## src/rtl/signed_divider_pkg.sv

```systemverilog
// Shared widths, iteration count and FSM encoding for the signed restoring divider.
package signed_divider_pkg;

    localparam int DIVIDEND_W = 32;
    localparam int DIVISOR_W  = 16;
    localparam int ITERATIONS = 32;
    localparam int CNT_W      = $clog2(ITERATIONS);

    typedef enum logic [1:0] {
        IDLE = 2'd0,
        DIV  = 2'd1,
        FIX  = 2'd2
    } state_e;

endpackage

```

## src/rtl/signed_divider_div_step.sv

```systemverilog
// One unsigned restoring-division step: shift in the next dividend bit, compare, subtract.
module div_step
    import signed_divider_pkg::*;
#(
    parameter int QW = DIVIDEND_W,
    parameter int RW = DIVISOR_W + 1
) (
    input  logic [RW-1:0] rem_in,
    input  logic [QW-1:0] quo_in,
    input  logic [RW-1:0] dsr,
    output logic [RW-1:0] rem_out,
    output logic [QW-1:0] quo_out
);

    logic [RW:0] shifted;
    logic        ge;

    always_comb begin
        shifted = {rem_in, quo_in[QW-1]};
        ge      = (shifted >= {1'b0, dsr});
        // The partial remainder stays below |divisor|, so dropping the top bit is lossless.
        rem_out = ge ? RW'(shifted - {1'b0, dsr}) : RW'(shifted);
        quo_out = {quo_in[QW-2:0], ge};
    end

endmodule

```

## src/rtl/signed_divider.sv

```systemverilog
// Signed 32/16 divider: magnitude restoring loop over 32 cycles, then one sign fix-up cycle.
module signed_divider
    import signed_divider_pkg::*;
#(
    parameter int DW_DIVIDEND = DIVIDEND_W,
    parameter int DW_DIVISOR  = DIVISOR_W
) (
    input  logic                   clk,
    input  logic                   rst,
    input  logic                   start,
    input  logic [DW_DIVIDEND-1:0] dividend,
    input  logic [DW_DIVISOR-1:0]  divisor,
    output logic                   busy,
    output logic                   done,
    output logic [DW_DIVISOR-1:0]  quotient,
    output logic [DW_DIVISOR-1:0]  remainder,
    output logic                   ovf,
    output logic                   dbz
);

    localparam int RW = DW_DIVISOR + 1;

    function automatic logic quo_ovf(input logic [DW_DIVIDEND-1:0] mag, input logic neg);
        logic [DW_DIVIDEND-1:0] lim;
        lim = DW_DIVIDEND'((2 ** (DW_DIVISOR - 1)) - 1);
        return neg ? (mag > lim + DW_DIVIDEND'(1)) : (mag > lim);
    endfunction

    function automatic logic [DW_DIVISOR-1:0] saturate(input logic neg);
        return neg ? {1'b1, {(DW_DIVISOR-1){1'b0}}} : {1'b0, {(DW_DIVISOR-1){1'b1}}};
    endfunction

    state_e                 state_q, state_d;
    logic [CNT_W-1:0]       cnt_q, cnt_d;
    logic [DW_DIVIDEND-1:0] dvd_q, dvd_d;
    logic [RW-1:0]          rem_q, rem_d;
    logic [RW-1:0]          dsr_q, dsr_d;
    logic                   sgn_dvd_q, sgn_dvd_d;
    logic                   sgn_dsr_q, sgn_dsr_d;
    logic                   done_q, done_d;
    logic [DW_DIVISOR-1:0]  quotient_q, quotient_d;
    logic [DW_DIVISOR-1:0]  remainder_q, remainder_d;
    logic                   ovf_q, ovf_d;
    logic                   dbz_q, dbz_d;

    logic [RW-1:0]          step_rem;
    logic [DW_DIVIDEND-1:0] step_quo;
    logic                   neg;
    logic [RW-1:0]          dsr_ext;

    div_step #(.QW(DW_DIVIDEND), .RW(RW)) u_step (
        .rem_in  (rem_q),
        .quo_in  (dvd_q),
        .dsr     (dsr_q),
        .rem_out (step_rem),
        .quo_out (step_quo)
    );

    always_comb begin
        state_d     = state_q;
        cnt_d       = cnt_q;
        dvd_d       = dvd_q;
        rem_d       = rem_q;
        dsr_d       = dsr_q;
        sgn_dvd_d   = sgn_dvd_q;
        sgn_dsr_d   = sgn_dsr_q;
        done_d      = 1'b0;
        quotient_d  = quotient_q;
        remainder_d = remainder_q;
        ovf_d       = ovf_q;
        dbz_d       = dbz_q;
        neg         = sgn_dvd_q ^ sgn_dsr_q;
        dsr_ext     = {divisor[DW_DIVISOR-1], divisor};

        case (state_q)
            IDLE: begin
                if (start) begin
                    // -2^31 negates to 2^31, which is exact as an unsigned magnitude.
                    sgn_dvd_d = dividend[DW_DIVIDEND-1];
                    sgn_dsr_d = divisor[DW_DIVISOR-1];
                    dvd_d     = sgn_dvd_d ? DW_DIVIDEND'(0) - dividend : dividend;
                    dsr_d     = sgn_dsr_d ? RW'(0) - dsr_ext : dsr_ext;
                    rem_d     = '0;
                    cnt_d     = CNT_W'(ITERATIONS - 1);
                    state_d   = DIV;
                end
            end
            DIV: begin
                dvd_d = step_quo;
                rem_d = step_rem;
                if (cnt_q == '0) begin
                    state_d = FIX;
                end else begin
                    cnt_d = cnt_q - CNT_W'(1);
                end
            end
            FIX: begin
                state_d = IDLE;
                done_d  = 1'b1;
                if (dsr_q == '0) begin
                    quotient_d  = '0;
                    remainder_d = '0;
                    ovf_d       = 1'b0;
                    dbz_d       = 1'b1;
                end else if (quo_ovf(dvd_q, neg)) begin
                    quotient_d  = saturate(neg);
                    remainder_d = '0;
                    ovf_d       = 1'b1;
                    dbz_d       = 1'b0;
                end else begin
                    quotient_d  = neg ? DW_DIVISOR'(DW_DIVIDEND'(0) - dvd_q) : DW_DIVISOR'(dvd_q);
                    remainder_d = sgn_dvd_q ? DW_DIVISOR'(RW'(0) - rem_q) : DW_DIVISOR'(rem_q);
                    ovf_d       = 1'b0;
                    dbz_d       = 1'b0;
                end
            end
            default: state_d = IDLE;
        endcase
    end

    always_ff @(posedge clk or posedge rst) begin
        if (rst) begin
            state_q     <= IDLE;
            cnt_q       <= '0;
            dvd_q       <= '0;
            rem_q       <= '0;
            dsr_q       <= '0;
            sgn_dvd_q   <= 1'b0;
            sgn_dsr_q   <= 1'b0;
            done_q      <= 1'b0;
            quotient_q  <= '0;
            remainder_q <= '0;
            ovf_q       <= 1'b0;
            dbz_q       <= 1'b0;
        end else begin
            state_q     <= state_d;
            cnt_q       <= cnt_d;
            dvd_q       <= dvd_d;
            rem_q       <= rem_d;
            dsr_q       <= dsr_d;
            sgn_dvd_q   <= sgn_dvd_d;
            sgn_dsr_q   <= sgn_dsr_d;
            done_q      <= done_d;
            quotient_q  <= quotient_d;
            remainder_q <= remainder_d;
            ovf_q       <= ovf_d;
            dbz_q       <= dbz_d;
        end
    end

    assign busy      = (state_q != IDLE);
    assign done      = done_q;
    assign quotient  = quotient_q;
    assign remainder = remainder_q;
    assign ovf       = ovf_q;
    assign dbz       = dbz_q;

endmodule
```

## config.mk

```make
export PLATFORM = sky130hd
export DESIGN_NAME = signed_divider
export DESIGN_NICKNAME = d
export VERILOG_FILES = /design/src/rtl/signed_divider_pkg.sv /design/src/rtl/signed_divider_div_step.sv /design/src/rtl/signed_divider.sv
export SDC_FILE = /design/constraint.sdc
export NUM_CORES = 1
export LEC_CHECK = 0
export ABC_CLOCK_PERIOD_IN_PS = 2910
export BUFFER_PORTS_ARGS = -buffer_cell sky130_fd_sc_hd__buf_2
export CAP_MARGIN = 10
export CORE_ASPECT_RATIO = 1.5
export CORE_MARGIN = 2
export CORE_UTILIZATION = 30
export CTS_CLUSTER_DIAMETER = 50
export DETAILED_ROUTE_END_ITERATION = 16
export REMOVE_ABC_BUFFERS = 1
export SLEW_MARGIN = 25
export SYNTH_ARGS = -nofsm -noshare
export SYNTH_HDL_FRONTEND = slang
export SYNTH_SLANG_ARGS = --single-unit
```

## constraint.sdc

```tcl
create_clock -name clk -period 2.91 [get_ports clk]
set_input_delay 0.291 -clock clk [delete_from_list [all_inputs] [get_ports clk]]
set_output_delay 0.291 -clock clk [all_outputs]
set_load 0.01 [all_outputs]
```

==> run summary, run 1 <==
The flow ran to the end, and the final reports show no timing, DRC or antenna violations. The placed standard-cell area is a little under 0.008 mm². In the final timing run, aggregate negative setup slack is 0 ns.

The clock net sink count is 110. The number of optimization iterations in the first detailed-route pass is 5. The via density per instance came out at around 5.1. The hold buffer count at cts came out at 0. The initial antenna violation count came out at 0. The placed cell count is 1188. The maximum fanout count along the critical path came out at 25. After detailed routing, the average wire length per cell comes to 15.3 µm.

In the final design database the tool counted 955 nets. The worst vdd rail ir drop is about 0.00038 V. The estimated wirelength of the detail-placed design is 13900 µm. The number of placed I/O pins is a little under 90.

The worst-case setup margin in the final layout came out at approximately 0.25 ns. The overall die height is around 190 µm. The internal portion of the total power is around 4.7 mW. The starting density of the core came out at 0.303. For the worst setup path, the data arrival time is just under 3 ns.

The clock transition at the registers of the reported paths is around 0.080 ns. Following the worst setup path forward leads to its endpoint at rem_q[15]. Counting along the longest clock path gives a buffer depth of 2.

Tracing the worst setup path back leads to its startpoint at dvd_q[31]. The yosys synthesis warning count is 0. The vias after detailed routing is between 6000 and 7000. The number of maximum-capacitance constraint violations came out at 0. The part of the power in combinational logic came out at 0.541. The main flop type after synthesis is sky130_fd_sc_hd__dfrtp_1. The overall power after layout came out at around 8.6 mW. The core region is 0.0236 mm². The total overflow left after global routing is 0.

In this run the worst hold path is classified as input port to asynchronous set/reset pin. The register area share after synthesis is 0.385. The worst setup path is launched from a register.

The portion of total power attributed to the clock network is 0.140. Setup violations remaining at the end of the flow were counted as 0. The mean area per synthesized cell came out at around 8.8 µm². The die is around 130 µm wide. The clock skew came out at between 0.01 and 0.015 ns. The area added between synthesis and finish came out at 15.5%. After layout, the minimum clock period comes to approximately 2.7 ns. The via count of the first global-routing pass came to 6085.

The number of core rows came out at just under 70. The first global-routing pass estimated 30500 µm of wire. The post-placement worst setup slack is 0.143 ns. The fmax came out at about 380 MHz. Measured in cells, the most critical reg-to-reg path has a length of 11.

The analysis attributes to net switching a power of ~3.8 mW. The count of final hold-check violations came out at 0. The worst setup path is captured at a register. The endpoint identified for the worst register-to-register timing path is rem_q[15].

Of the total power, the share spent switching nets is 0.446. The overall fraction of global-route tracks in use came out at 0.152. The die covers 0.0251 mm². The count of input and output buffers is 86. The startpoint of the worst-slack reg-to-reg timing path is dvd_q[31]. In the routed design, unresolved DRC markers number 0.

The post-route core utilization came out at 0.350. The final-report max-slew violation count came out at 0. The remaining antenna violation count after routing is 0.

In this run the clock root is driven by a sky130_fd_sc_hd__clkbuf_16. The relative slew slack is 0.387. The part of the cycle the worst path needs came out at 0.914.

The final wirelength came out at 18400 µm. The number of buffers created by CTS is 9. The slew at the pin closest to its max-slew limit came out at approximately 0.92 ns. The worst hold slack across all endpoints came out at 0.109 ns. Setup repair after global routing left no endpoint under its margin. The filler cell count in the final layout is approximately 2400.

The total power divided by cell area came out at slightly above 1000 mW/mm². The largest net degree at the start of global routing is between 60 and 70. The final RePlAce weighted congestion came out at slightly below 0.9. The category of the most critical setup path is register to register. In this run the static leakage power is roughly 3.4 nW. The data required time of the critical path is roughly 3.2 ns.

TritonCTS built the clock tree. The share of flip-flops with an asynchronous set or reset after synthesis is 1.00. The number of standard cells in the layout, taps in and fillers out is between 1000 and 1500. The number of levels the H-tree was split into is 3. The part of the power in registers is 0.319. The flip-flop and latch count after synthesis is 110. The post-synthesis cell area came out at 0.00714 mm². The finished cells cover about 0.008 mm². Across all register-to-register paths, the minimum setup slack is roughly 0.25 ns. The gate count after technology mapping is slightly above 800. The number of enable-type register cells in the synthesized netlist is 0. The fraction of layout cells with a size suffix above 1 is 0.155. The count of distinct cell types in the synthesized netlist came out at just over 60. The worst-skew pair later-pin latency came out at approximately 0.35 ns.

The violation count after the first detailed-route iteration came out at about 300.
==> cells in the final DEF (no fill, tap or decap), types with 3 or more instances in the layout <==
master	netlist	final
sky130_fd_sc_hd__xor2_1	52	52
sky130_fd_sc_hd__a31oi_1	9	9
sky130_fd_sc_hd__mux2i_1	25	25
sky130_fd_sc_hd__or3_1	9	9
sky130_fd_sc_hd__a22o_1	25	25
sky130_fd_sc_hd__o21a_1	3	3
sky130_fd_sc_hd__nor4_2	3	3
sky130_fd_sc_hd__clkbuf_16	0	9
sky130_fd_sc_hd__and2_1	3	3
sky130_fd_sc_hd__o21ai_0	86	85
sky130_fd_sc_hd__xnor2_1	22	22
sky130_fd_sc_hd__nor3_1	12	12
sky130_fd_sc_hd__or4_1	11	11
sky130_fd_sc_hd__nand2b_1	13	13
sky130_fd_sc_hd__nand3b_1	3	3
sky130_fd_sc_hd__o31ai_1	23	23
sky130_fd_sc_hd__nor2b_1	16	15
sky130_fd_sc_hd__and3_1	8	8
sky130_fd_sc_hd__nor4_1	12	12
sky130_fd_sc_hd__o21ai_1	14	15
sky130_fd_sc_hd__a21oi_1	40	40
sky130_fd_sc_hd__a211oi_1	5	4
sky130_fd_sc_hd__inv_1	34	33
sky130_fd_sc_hd__dfrtp_1	110	110
sky130_fd_sc_hd__a22oi_1	17	17
sky130_fd_sc_hd__buf_2	2	86
sky130_fd_sc_hd__nand2_1	86	85
sky130_fd_sc_hd__o41ai_1	7	7
sky130_fd_sc_hd__clkinvlp_4	0	3
sky130_fd_sc_hd__nand4_1	8	8
sky130_fd_sc_hd__buf_4	0	19
sky130_fd_sc_hd__nand3_1	16	16
sky130_fd_sc_hd__ha_1	23	23
sky130_fd_sc_hd__nor2_1	34	33
==> state kept, by name, indices dropped and copies added, names as in the netlist, 2 cells and up <==
signal     cells
state_q        2
cnt_q          5
dvd_q         32
dsr_q         17
rem_q         17
remainder     16
quotient      16
==> per-layer routing <==
layer | part of all wire | global-route usage | wire, µm
met5 | 0 | 0 | 0
met4 | 0.022 | 0.0579 | 414
met3 | 0.031 | 0.0229 | 566
met2 | 0.52 | 0.273 | 9600
met1 | 0.43 | 0.181 | 7830
==> power by group through the flow <==
stage          Sequential, mW  Combinational, mW  Clock [mW]
2_1_floorplan            2.57               3.53           0
3_3_place_gp             2.74               4.55           0
3_5_place_dp             2.75               4.60           0
4_1_cts                  2.72               4.62        1.23
5_1_grt                  2.83               5.25        1.30
6_report                 2.73               4.63        1.20
==> critical path, stage by stage (launching register included) <==
cell                       delay (ns)
sky130_fd_sc_hd__dfrtp_1         0.41
sky130_fd_sc_hd__inv_1           0.08
sky130_fd_sc_hd__ha_1            0.17
sky130_fd_sc_hd__inv_1           0.05
sky130_fd_sc_hd__fa_1            0.43
sky130_fd_sc_hd__a211oi_2        0.30
sky130_fd_sc_hd__o21ai_1         0.12
sky130_fd_sc_hd__a21oi_1         0.20
sky130_fd_sc_hd__o311a_1         0.22
sky130_fd_sc_hd__buf_12          0.19
sky130_fd_sc_hd__a211oi_1        0.06
sky130_fd_sc_hd__a311o_1         0.30
==> Yosys cell counts, types with 9 or more instances <==
cell type	n	area share
sky130_fd_sc_hd__o31ai_1	23	0.024
sky130_fd_sc_hd__mux2i_1	25	0.035
sky130_fd_sc_hd__o21ai_1	14	0.0098
sky130_fd_sc_hd__a31oi_1	9	0.0079
sky130_fd_sc_hd__a21oi_1	40	0.028
sky130_fd_sc_hd__nor2_1	34	0.018
sky130_fd_sc_hd__or3_1	9	0.0079
sky130_fd_sc_hd__xnor2_1	22	0.027
sky130_fd_sc_hd__inv_1	34	0.018
sky130_fd_sc_hd__ha_1	23	0.040
sky130_fd_sc_hd__nor3_1	12	0.0084
sky130_fd_sc_hd__nand2b_1	13	0.011
sky130_fd_sc_hd__nand2_1	86	0.045
sky130_fd_sc_hd__a22oi_1	17	0.018
sky130_fd_sc_hd__clkbuf_1	47	0.025
sky130_fd_sc_hd__xor2_1	52	0.064
sky130_fd_sc_hd__nor4_1	12	0.011
sky130_fd_sc_hd__nor2b_1	16	0.014
sky130_fd_sc_hd__dfrtp_1	110	0.39
sky130_fd_sc_hd__o21ai_0	86	0.060
sky130_fd_sc_hd__a22o_1	25	0.031
sky130_fd_sc_hd__nand3_1	16	0.011
sky130_fd_sc_hd__or4_1	11	0.012
==> logic make-up (layout without fill, tap and decap cells) <==
family | count (synthesis) | count (layout) | share of synthesized area
AO/OA/AOI/OAI | 252 | 252 | 0.225
AND/OR/NAND/NOR | 244 | 244 | 0.176
flip-flops | 110 | 110 | 0.385
buffers and inverters | 84 | 156 | 0.0445
XOR/XNOR | 74 | 74 | 0.0908
multiplexers | 25 | 25 | 0.0350
adder cells (fa/ha/maj) | 24 | 24 | 0.0431
other | 0 | 1 | 0
==> layout make-up <==
class	instances	area, µm²	area share
multi-input cells	619	4080	0.495
flip-flops and latches	110	2750	0.334
repair buffers	106	593	0.0719
well taps	319	399	0.0484
clock buffers	9	225	0.0273
inverters	34	130	0.0158
clock inverters	7	61.3	0.00743
diodes	1	2.50	0.000303
==> worst min-delay path by stage <==
stage            startpoint            to  slack (ns)  cells after the start
5_1_grt                 rst      dsr_q[5]        0.16                      3
4_1_cts                 rst           dbz        0.13                      3
6_report                rst      dsr_q[5]        0.11                      3
2_1_floorplan   divisor[15]     sgn_dsr_q        0.40                      2
3_3_place_gp   remainder[4]  remainder[4]        0.46                      2
3_5_place_dp   remainder[8]  remainder[8]        0.46                      2
==> what timing repair did <==
| item | CTS | global route |
|---|---|---|
| gates resized for setup | 0 | 2 |
| endpoints found under the setup margin | 0 | 12 |
| buffers inserted | 0 | 0 |
No activity file was read; power rests on OpenSTA's default activity.
==> run 2, diff against run 1 <==
--- a/config.mk
+++ b/config.mk
@@ -17,4 +17,5 @@
 export SLEW_MARGIN = 25
 export SYNTH_ARGS = -nofsm -noshare
 export SYNTH_HDL_FRONTEND = slang
+export SYNTH_HIERARCHICAL = 1
 export SYNTH_SLANG_ARGS = --single-unit
==> run 2 against run 1 <==
Net effect: combinational power increased by 12%; clock-buffer cell count unchanged; non-clock buffer count increased by 6; maximum frequency decreased by 2.1%; global-route usage decreased by 0.063 points; area after synthesis increased by 8.3%; first-iteration DRC count increased by 24%; sequential power about the same; the flow now finishes with violations (hold timing); setup slack got worse by 0.056 ns; register-to-register slack got worse by 0.06 ns; hold slack got worse by 0.12 ns.
==> run summary, run 2 <==
The run finished, with violations left. The final reports fail on hold timing. The part of the cycle the worst path needs is 0.933 (+0.0192). The worst hold slack across all endpoints came out at -0.0119 ns (-0.121 ns). The worst reg2reg path depth came out at 13 (+2). The fmax came out at 368 MHz (-2.1%). The count of unresolved DRC violations after routing came out at 0 (unchanged).

The maximum fanout count along the critical path was 10 (-60%). The number of placed I/O pins is 87 (unchanged). The final count of negative-setup-slack endpoints is 0 (unchanged).

The register-to-register setup slack is 0.19 ns (-0.06 ns). The overall power after layout was 9.18 mW (+7.3%). The type of origin of the critical path is a register.

The count of distinct cell types in the synthesized netlist is 79 (+27%). The relative slew slack is 0.540 (+0.153). The number of levels the H-tree was split into came out at 3 (unchanged). The detailed router used layers up to and including met5. The worst register-to-register path ends at rem_q[12]. The worst-skew pair later-pin latency is 0.37 ns (+0.02 ns). The number of buffers created by CTS is 9 (unchanged). By area the synthesized netlist is led by sky130_fd_sc_hd__dfrtp_1, sky130_fd_sc_hd__nand2_1, sky130_fd_sc_hd__o21ai_0, sky130_fd_sc_hd__xor2_1, sky130_fd_sc_hd__ha_1. The total met2 wirelength after detailed routing came out at 10700 µm (+12%). In the final layout, the registers with the most flip-flops are dvd_q: 32 flops, dsr_q: 17 flops, rem_q: 17 flops.

The total core area is 0.0256 mm² (+8.6%). The overall fraction of global-route tracks in use is 0.151 (-0.000634). The number of enable-type register cells in the synthesized netlist is 0 (unchanged). The initial antenna violation count is 2 (+2).

The final sum of negative setup slack came out at 0 ns (unchanged). Tracing the worst setup path back leads to its startpoint at dvd_q[31]. The clock net sink count came out at 110 (unchanged). In this run the worst hold path is classified as input port to asynchronous set/reset pin. The flip-flop and latch count after synthesis came out at 110 (unchanged). The buffer levels on the longest clock path was 2 (unchanged).

The remaining antenna violation count after routing came out at 0 (unchanged). The via count of the first global-routing pass is 6566 (+7.9%). The yosys synthesis warning count came out at 6 (+6). The number of core rows is 72 (+4.3%). The violation count after the first detailed-route iteration came out at 378 (+24%).

The global-route wire length before repair was 33200 µm (+8.7%). The remaining global-route overflow came out at 0 (unchanged). The mean area per synthesized cell is 8.64 µm² (-1.6%). The final wirelength is 20100 µm (+9.3%).

The number of maximum-capacitance constraint violations came out at 0 (unchanged). The slew at the pin closest to its max-slew limit is 0.689 ns (-0.227 ns). The overall die width is 135 µm (+3.9%).

The met3 wire length came out at 804 µm (+42%). The length of routed wiring on met1 is 8070 µm (+3.1%). Setup repair after global routing left no endpoint under its margin. The vias after detailed routing is 6594 (+7.9%). In the layout the commonest cells are sky130_fd_sc_hd__nand2_1, sky130_fd_sc_hd__dfrtp_1, sky130_fd_sc_hd__buf_2. The gate count after technology mapping is 895 (+10%).

The number of nets at the end of the flow is 1019 (+6.7%). The number of setup buffers added after CTS is 0 (unchanged). The number of optimization iterations in the first detailed-route pass is 5 (unchanged). Relative to the synthesized area, the layout overhead comes to 12.1%.

The post-cts repair resize count came out at 0 (unchanged). The clock transition at the registers of the reported paths is 0.07 ns (about the same). The shortest clock period the worst path allows after layout was 2.72 ns (+0.0559 ns). TritonCTS built the clock tree. The estimated wirelength of the detail-placed design is 15700 µm (+13%). Among all flip-flop cells after synthesis, the most frequent one is sky130_fd_sc_hd__dfrtp_1. The overall die height is 201 µm (+4.0%). The data arrival time of the critical path is 2.95 ns (+0.05 ns).

The via density per instance came out at 5.14 (+1.4%). The worst setup path is captured at a register. The final RePlAce weighted congestion came out at 0.910 (+2.3%). The worst vdd rail ir drop was 0.000370 V (-1.8%).

The area of the die came out at 0.0271 mm² (+8.1%). The count of final hold-check violations is 18 (+18). The standby leakage power came out at 3.76 nW (+9.2%). The startpoint identified for the worst register-to-register timing path is dvd_q[31]. The fraction of layout cells with a size suffix above 1 is 0.185 (+0.0307). The post-synthesis cell area came out at 0.00773 mm² (+8.3%). The most common library cell in the layout ignoring fill and taps is sky130_fd_sc_hd__nand2_1.

The diode insertion count for antenna repair was 0 (-1). The hold buffer count at cts is 0 (unchanged). The final-report max-slew violation count is 0 (unchanged). The largest net degree at the start of global routing came out at 57 (-11%). Of all cell types, the one taking the most synthesized area is sky130_fd_sc_hd__dfrtp_1. The register area share after synthesis came out at 0.356 (-0.0295).

In this run the clock root is driven by a sky130_fd_sc_hd__clkbuf_16. Counting flops per register, the top entry is dvd_q. The share of Yosys cell area claimed by the top area cell type came out at 0.356 (-0.0295). The total power divided by cell area is 1060 mW/mm² (+2.1%). The wire length per cell came out at 15.7 µm (+2.8%).

The number of flip-flops under the largest register name came out at 32 (unchanged). The count of input and output buffers was 86 (unchanged). The critical path ends at rem_q[12]. In the post-synthesis netlist, the cell with the most instances is sky130_fd_sc_hd__nand2_1. The share of flip-flops with an asynchronous set or reset after synthesis is 1.00 (unchanged). The setup path with the least slack is of type register to register. By count the netlist is led by sky130_fd_sc_hd__nand2_1, sky130_fd_sc_hd__dfrtp_1, sky130_fd_sc_hd__o21ai_0. The data required time of the critical path came out at 3.15 ns (about the same). The clock skew is 0.00890 ns (-0.00396 ns). The starting density of the core came out at 0.302 (-0.000738).
-- run 2: cell count changes in the layout (fill, tap and decap cells not counted), sizes merged, moves of 7 or more --
cell    change
nand2      +51
a22o       -25
nor2       +13
nor2b      -11
o211ai     +11
mux2       +10
mux2i       -9
nor3        +9
xor2        -8
nor3b       +7
o22ai       +7
-- run 2: worst min-delay path by stage --
| stage | to | start |
|---|---|---|
| 6_report | dvd_q[20] | rst |
| 5_1_grt | dvd_q[20] | rst |
| 4_1_cts | dvd_q[20] | rst |
| 3_5_place_dp | dvd_q[20] | rst |
| 3_3_place_gp | dvd_q[26] | rst |
| 2_1_floorplan | sgn_dsr_q | divisor[15] |
-- run 2: area by class of cell --
cell class	instances	area [µm²]
multi-input cells	673	4420
clock inverters	7	73.8
clock buffers	9	225
inverters	38	158
flip-flops and latches	110	2750
repair buffers	112	626
fillers	2747	16900
well taps	333	417
-- run 2: cells by family after synthesis --
| logic type | after synthesis | share of synthesized area |
|---|---|---|
| AND/OR/NAND/NOR | 314 | 0.204 |
| multiplexers | 26 | 0.0401 |
| adder cells (fa/ha/maj) | 24 | 0.0398 |
| XOR/XNOR | 62 | 0.0712 |
| flip-flops | 110 | 0.356 |
| AO/OA/AOI/OAI | 247 | 0.214 |
| buffers and inverters | 112 | 0.0749 |
-- run 2: power breakdown --
group | internal (mW) | switching (mW)
clock | 0.671 | 0.591
sequential | 2.07 | 0.658
combinational | 2.35 | 2.83
-- run 2: worst max-delay path: stages (launching register included) --
cell	delay, ns
sky130_fd_sc_hd__dfrtp_1	0.39
sky130_fd_sc_hd__inv_1	0.06
sky130_fd_sc_hd__ha_1	0.15
sky130_fd_sc_hd__inv_1	0.05
sky130_fd_sc_hd__fa_1	0.40
sky130_fd_sc_hd__a21oi_1	0.26
sky130_fd_sc_hd__or3_4	0.19
sky130_fd_sc_hd__a21oi_4	0.06
sky130_fd_sc_hd__o21bai_4	0.21
sky130_fd_sc_hd__and2_4	0.31
sky130_fd_sc_hd__inv_12	0.07
sky130_fd_sc_hd__mux2_4	0.30
sky130_fd_sc_hd__nand2_1	0.05
sky130_fd_sc_hd__o21ai_0	0.08
-- run 2: per-stage QoR --
| step | std cells | cell area [µm²] | util | setup slack (ns) |
|---|---|---|---|---|
| 2_1_floorplan | 821 | 7310 | - | -0.283 |
| 3_3_place_gp | 1266 | 8370 | 0.327 | 0.303 |
| 3_5_place_dp | 1266 | 8370 | 0.327 | 0.218 |
| 4_1_cts | 1282 | 8670 | 0.339 | 0.206 |
| 5_1_grt | 1282 | 8670 | 0.339 | 0.0199 |
| 6_report | 1282 | 8670 | 0.339 | 0.195 |
-- run 2: per-layer routing --
metal,global-route usage,up-vias
li1,-,3281
met1,0.170,3150
met2,0.278,125
met3,0.0283,34
met4,0.0580,4
met5,0,-
==> run 3, diff against run 2 <==
--- a/config.mk
+++ b/config.mk
@@ -5,7 +5,7 @@
 export SDC_FILE = /design/constraint.sdc
 export NUM_CORES = 1
 export LEC_CHECK = 0
-export ABC_CLOCK_PERIOD_IN_PS = 2910
+export ABC_CLOCK_PERIOD_IN_PS = 2920
 export BUFFER_PORTS_ARGS = -buffer_cell sky130_fd_sc_hd__buf_2
 export CAP_MARGIN = 10
 export CORE_ASPECT_RATIO = 1.5
==> constraint.sdc (replaced) <==
create_clock -name clk -period 2.92 [get_ports clk]
set_input_delay 0.292 -clock clk [delete_from_list [all_inputs] [get_ports clk]]
set_output_delay 0.292 -clock clk [all_outputs]
set_load 0.01 [all_outputs]
==> run 3 against run 2 <==
Net effect: setup slack better by 0.0082 ns; hold slack better by 0.23 ns; the run now ends clean; via count up 0.55%; highest routed layer unchanged; global-route usage down 0.053 points; critical path type unchanged; wire length about the same; die area unchanged; clock-buffer cell count up 5; non-clock buffer count up 1; critical path depth unchanged.
==> run summary, run 3 (synthesized netlist as in run 2, its figures left out) <==
The length of routed wiring on met1 is 8140 µm (+0.82%). The worst hold slack across all endpoints came to 0.213 ns (+0.225 ns). The number of placed I/O pins came out at 87 (unchanged).

The starting density of the core is 0.302 (unchanged). The vias after detailed routing came out at 6630 (+0.55%). In the final layout, the registers with the most flip-flops are dvd_q: 32 flops, dsr_q: 17 flops, rem_q: 17 flops.

The worst vdd rail ir drop came out at 0.000347 V (-6.3%). The number of core rows was 72 (unchanged). The via density per instance is 5.17 (+0.47%). The number of setup buffers added after CTS came out at 0 (unchanged). The number of nets at the end of the flow came out at 1020 (+0.098%).

The data required time of the critical path is 3.15 ns (about the same). The number of optimization iterations in the first detailed-route pass came out at 5 (unchanged). After detailed routing, no signal wire sits above met5. The violation count after the first detailed-route iteration is 502 (+33%). The worst setup path endpoint is rem_q[9].

The worst-skew pair later-pin latency came out at 0.35 ns (-0.02 ns). The global-route wire length before repair came out at 33400 µm (+0.52%). The element type at the critical path end is a register. The number of buffers created by CTS is 9 (unchanged). The total core area came out at 0.0256 mm² (unchanged).

The slew at the pin closest to its max-slew limit was 0.685 ns (-0.00417 ns). The number of maximum-capacitance constraint violations came out at 0 (unchanged). The worst reg2reg path depth was 13 (unchanged). The count of input and output buffers came to 86 (unchanged). The remaining antenna violation count after routing is 0 (unchanged).

The start point of the critical path is dvd_q[31]. The post-placement worst setup slack is 0.220 ns (+0.00175 ns). The standby leakage power came out at 3.77 nW (+0.31%). In this run the critical register-to-register path is launched from dvd_q[31].

The count of unresolved DRC violations after routing was 0 (unchanged). The fraction of layout cells with a size suffix above 1 came out at 0.183 (-0.00230). The area of the die is 0.0271 mm² (unchanged). The via count of the first global-routing pass is 6544 (-0.34%).

The buffer levels on the longest clock path came to 2 (unchanged). The fmax came out at 368 MHz (about the same). The clock skew is 0.00599 ns (-0.00291 ns).

The data arrival time of the critical path came out at 2.94 ns (about the same). The final sum of negative setup slack came to 0 ns (unchanged). The total power divided by cell area is 1050 mW/mm² (-0.32%). The final RePlAce weighted congestion is 0.912 (+0.25%). The final wirelength was 20200 µm (about the same). The overall die height is 201 µm (unchanged). The remaining global-route overflow is 0 (unchanged). The type of origin of the critical path is a register. The final count of negative-setup-slack endpoints came to 0 (unchanged). TritonCTS built the clock tree. The area added between synthesis and finish is 12.4%. The largest net degree at the start of global routing came to 57 (unchanged). The met3 wire length is 774 µm (-3.7%).

The overall die width was 135 µm (unchanged). By startpoint and endpoint, the worst setup path is classified as register to register. In the layout the commonest cells are sky130_fd_sc_hd__nand2_1, sky130_fd_sc_hd__dfrtp_1, sky130_fd_sc_hd__buf_2. The post-cts repair resize count came out at 0 (unchanged). The maximum fanout count along the critical path is 10 (unchanged).

The part of the cycle the worst path needs is 0.930 (-0.00259). The total met2 wirelength after detailed routing came to 10700 µm (-0.80%). The class of the tightest hold or removal check is input port to register.

The clock net sink count came out at 110 (unchanged). The diode insertion count for antenna repair is 0 (unchanged). The register-to-register setup slack came out at 0.20 ns (about the same). The library cell used most frequently in the layout, excluding fill and tap cells, is sky130_fd_sc_hd__nand2_1. The wire length per cell was 15.7 µm (about the same).

The count of final hold-check violations is 0 (-18). The initial antenna violation count is 1 (-1). The number of flip-flops under the largest register name came out at 32 (unchanged). The largest register by flop count is dvd_q. The run finished with clean final reports.

The clock transition at the registers of the reported paths came out at 0.07 ns (about the same). The endpoint identified for the worst register-to-register timing path is rem_q[9]. Setup repair after global routing left no endpoint under its margin. CTS placed an instance of sky130_fd_sc_hd__clkbuf_16 at the clock tree root.

The worst-case setup margin in the final layout is 0.203 ns (+0.00824 ns). The estimated wirelength of the detail-placed design was 15600 µm (-0.56%). The instance count along the most critical hold path came out at 3. The relative slew slack was 0.543 (+0.00278). The overall fraction of global-route tracks in use is 0.151 (-0.000529). The final-report max-slew violation count came out at 0 (unchanged). The shortest clock period the worst path allows after layout is 2.72 ns (+0.00176 ns).

The number of levels the H-tree was split into came out at 3 (unchanged).
-- run 3: changes by cell type in the layout (fill, tap and decap cells not counted), sizes merged --
cell,delta
clkbuf,+5
clkinv,-3
clkinvlp,-1
dlygate4sd3,+1
inv,-1
-- run 3: worst min path at each step --
stage,start,to,slack (ns)
after detailed placement,rst,dvd_q[26],0.37
after global placement,rst,dvd_q[26],0.37
after floorplan,divisor[15],sgn_dsr_q,0.40
after global routing,dividend[28],dvd_q[28],0.23
final,dividend[28],dvd_q[28],0.21
after CTS,dividend[28],dvd_q[28],0.20
-- run 3: critical path, stage by stage, from the launching register on --
cell and delay (ns):
sky130_fd_sc_hd__dfrtp_1 0.37, sky130_fd_sc_hd__inv_1 0.06, sky130_fd_sc_hd__ha_1 0.15, sky130_fd_sc_hd__inv_1 0.05, sky130_fd_sc_hd__fa_1 0.40, sky130_fd_sc_hd__a21oi_1 0.28
sky130_fd_sc_hd__or3_4 0.20, sky130_fd_sc_hd__a21oi_4 0.06, sky130_fd_sc_hd__o21bai_4 0.21, sky130_fd_sc_hd__and2_4 0.31, sky130_fd_sc_hd__inv_12 0.07, sky130_fd_sc_hd__mux2_4 0.29
sky130_fd_sc_hd__nand2_1 0.06, sky130_fd_sc_hd__o21ai_0 0.07
-- run 3: stage by stage --
step | instance area (µm²) | instances | power (mW) | util
2_1_floorplan | 7310 | 821 | 6.56 | -
3_3_place_gp | 8370 | 1266 | 7.81 | 0.327
3_5_place_dp | 8370 | 1266 | 7.89 | 0.327
4_1_cts | 8690 | 1283 | 9.21 | 0.340
5_1_grt | 8690 | 1283 | 9.96 | 0.340
6_report | 8690 | 1283 | 9.17 | 0.340
-- run 3: routing by layer --
layer  GRT usage  vias to the layer above
li1            -                     3290
met1       0.173                     3153
met5           0                        -
met3      0.0220                       39
met4      0.0677                        2
met2       0.272                      146
-- run 3: layout make-up --
type                       count  area, µm²
clock buffer                  14        274
clock inverter                 2       38.8
fill                        2701      16900
inverter                      38        158
multi-input combinational    673       4420
sequential                   110       2750
tap                          333        417
timing repair buffer         113        636
-- run 3: power breakdown --
group          leakage (nW)  internal (mW)  switching [mW]
registers              1.38           2.06           0.646
logic                  2.23           2.34            2.82
clock network         0.153          0.739           0.557
-- run 3: what timing repair did --
item	4_1_cts	5_1_grt
setup endpoints to repair	0	0
hold buffers	1	0
endpoints found under the hold margin	26	0
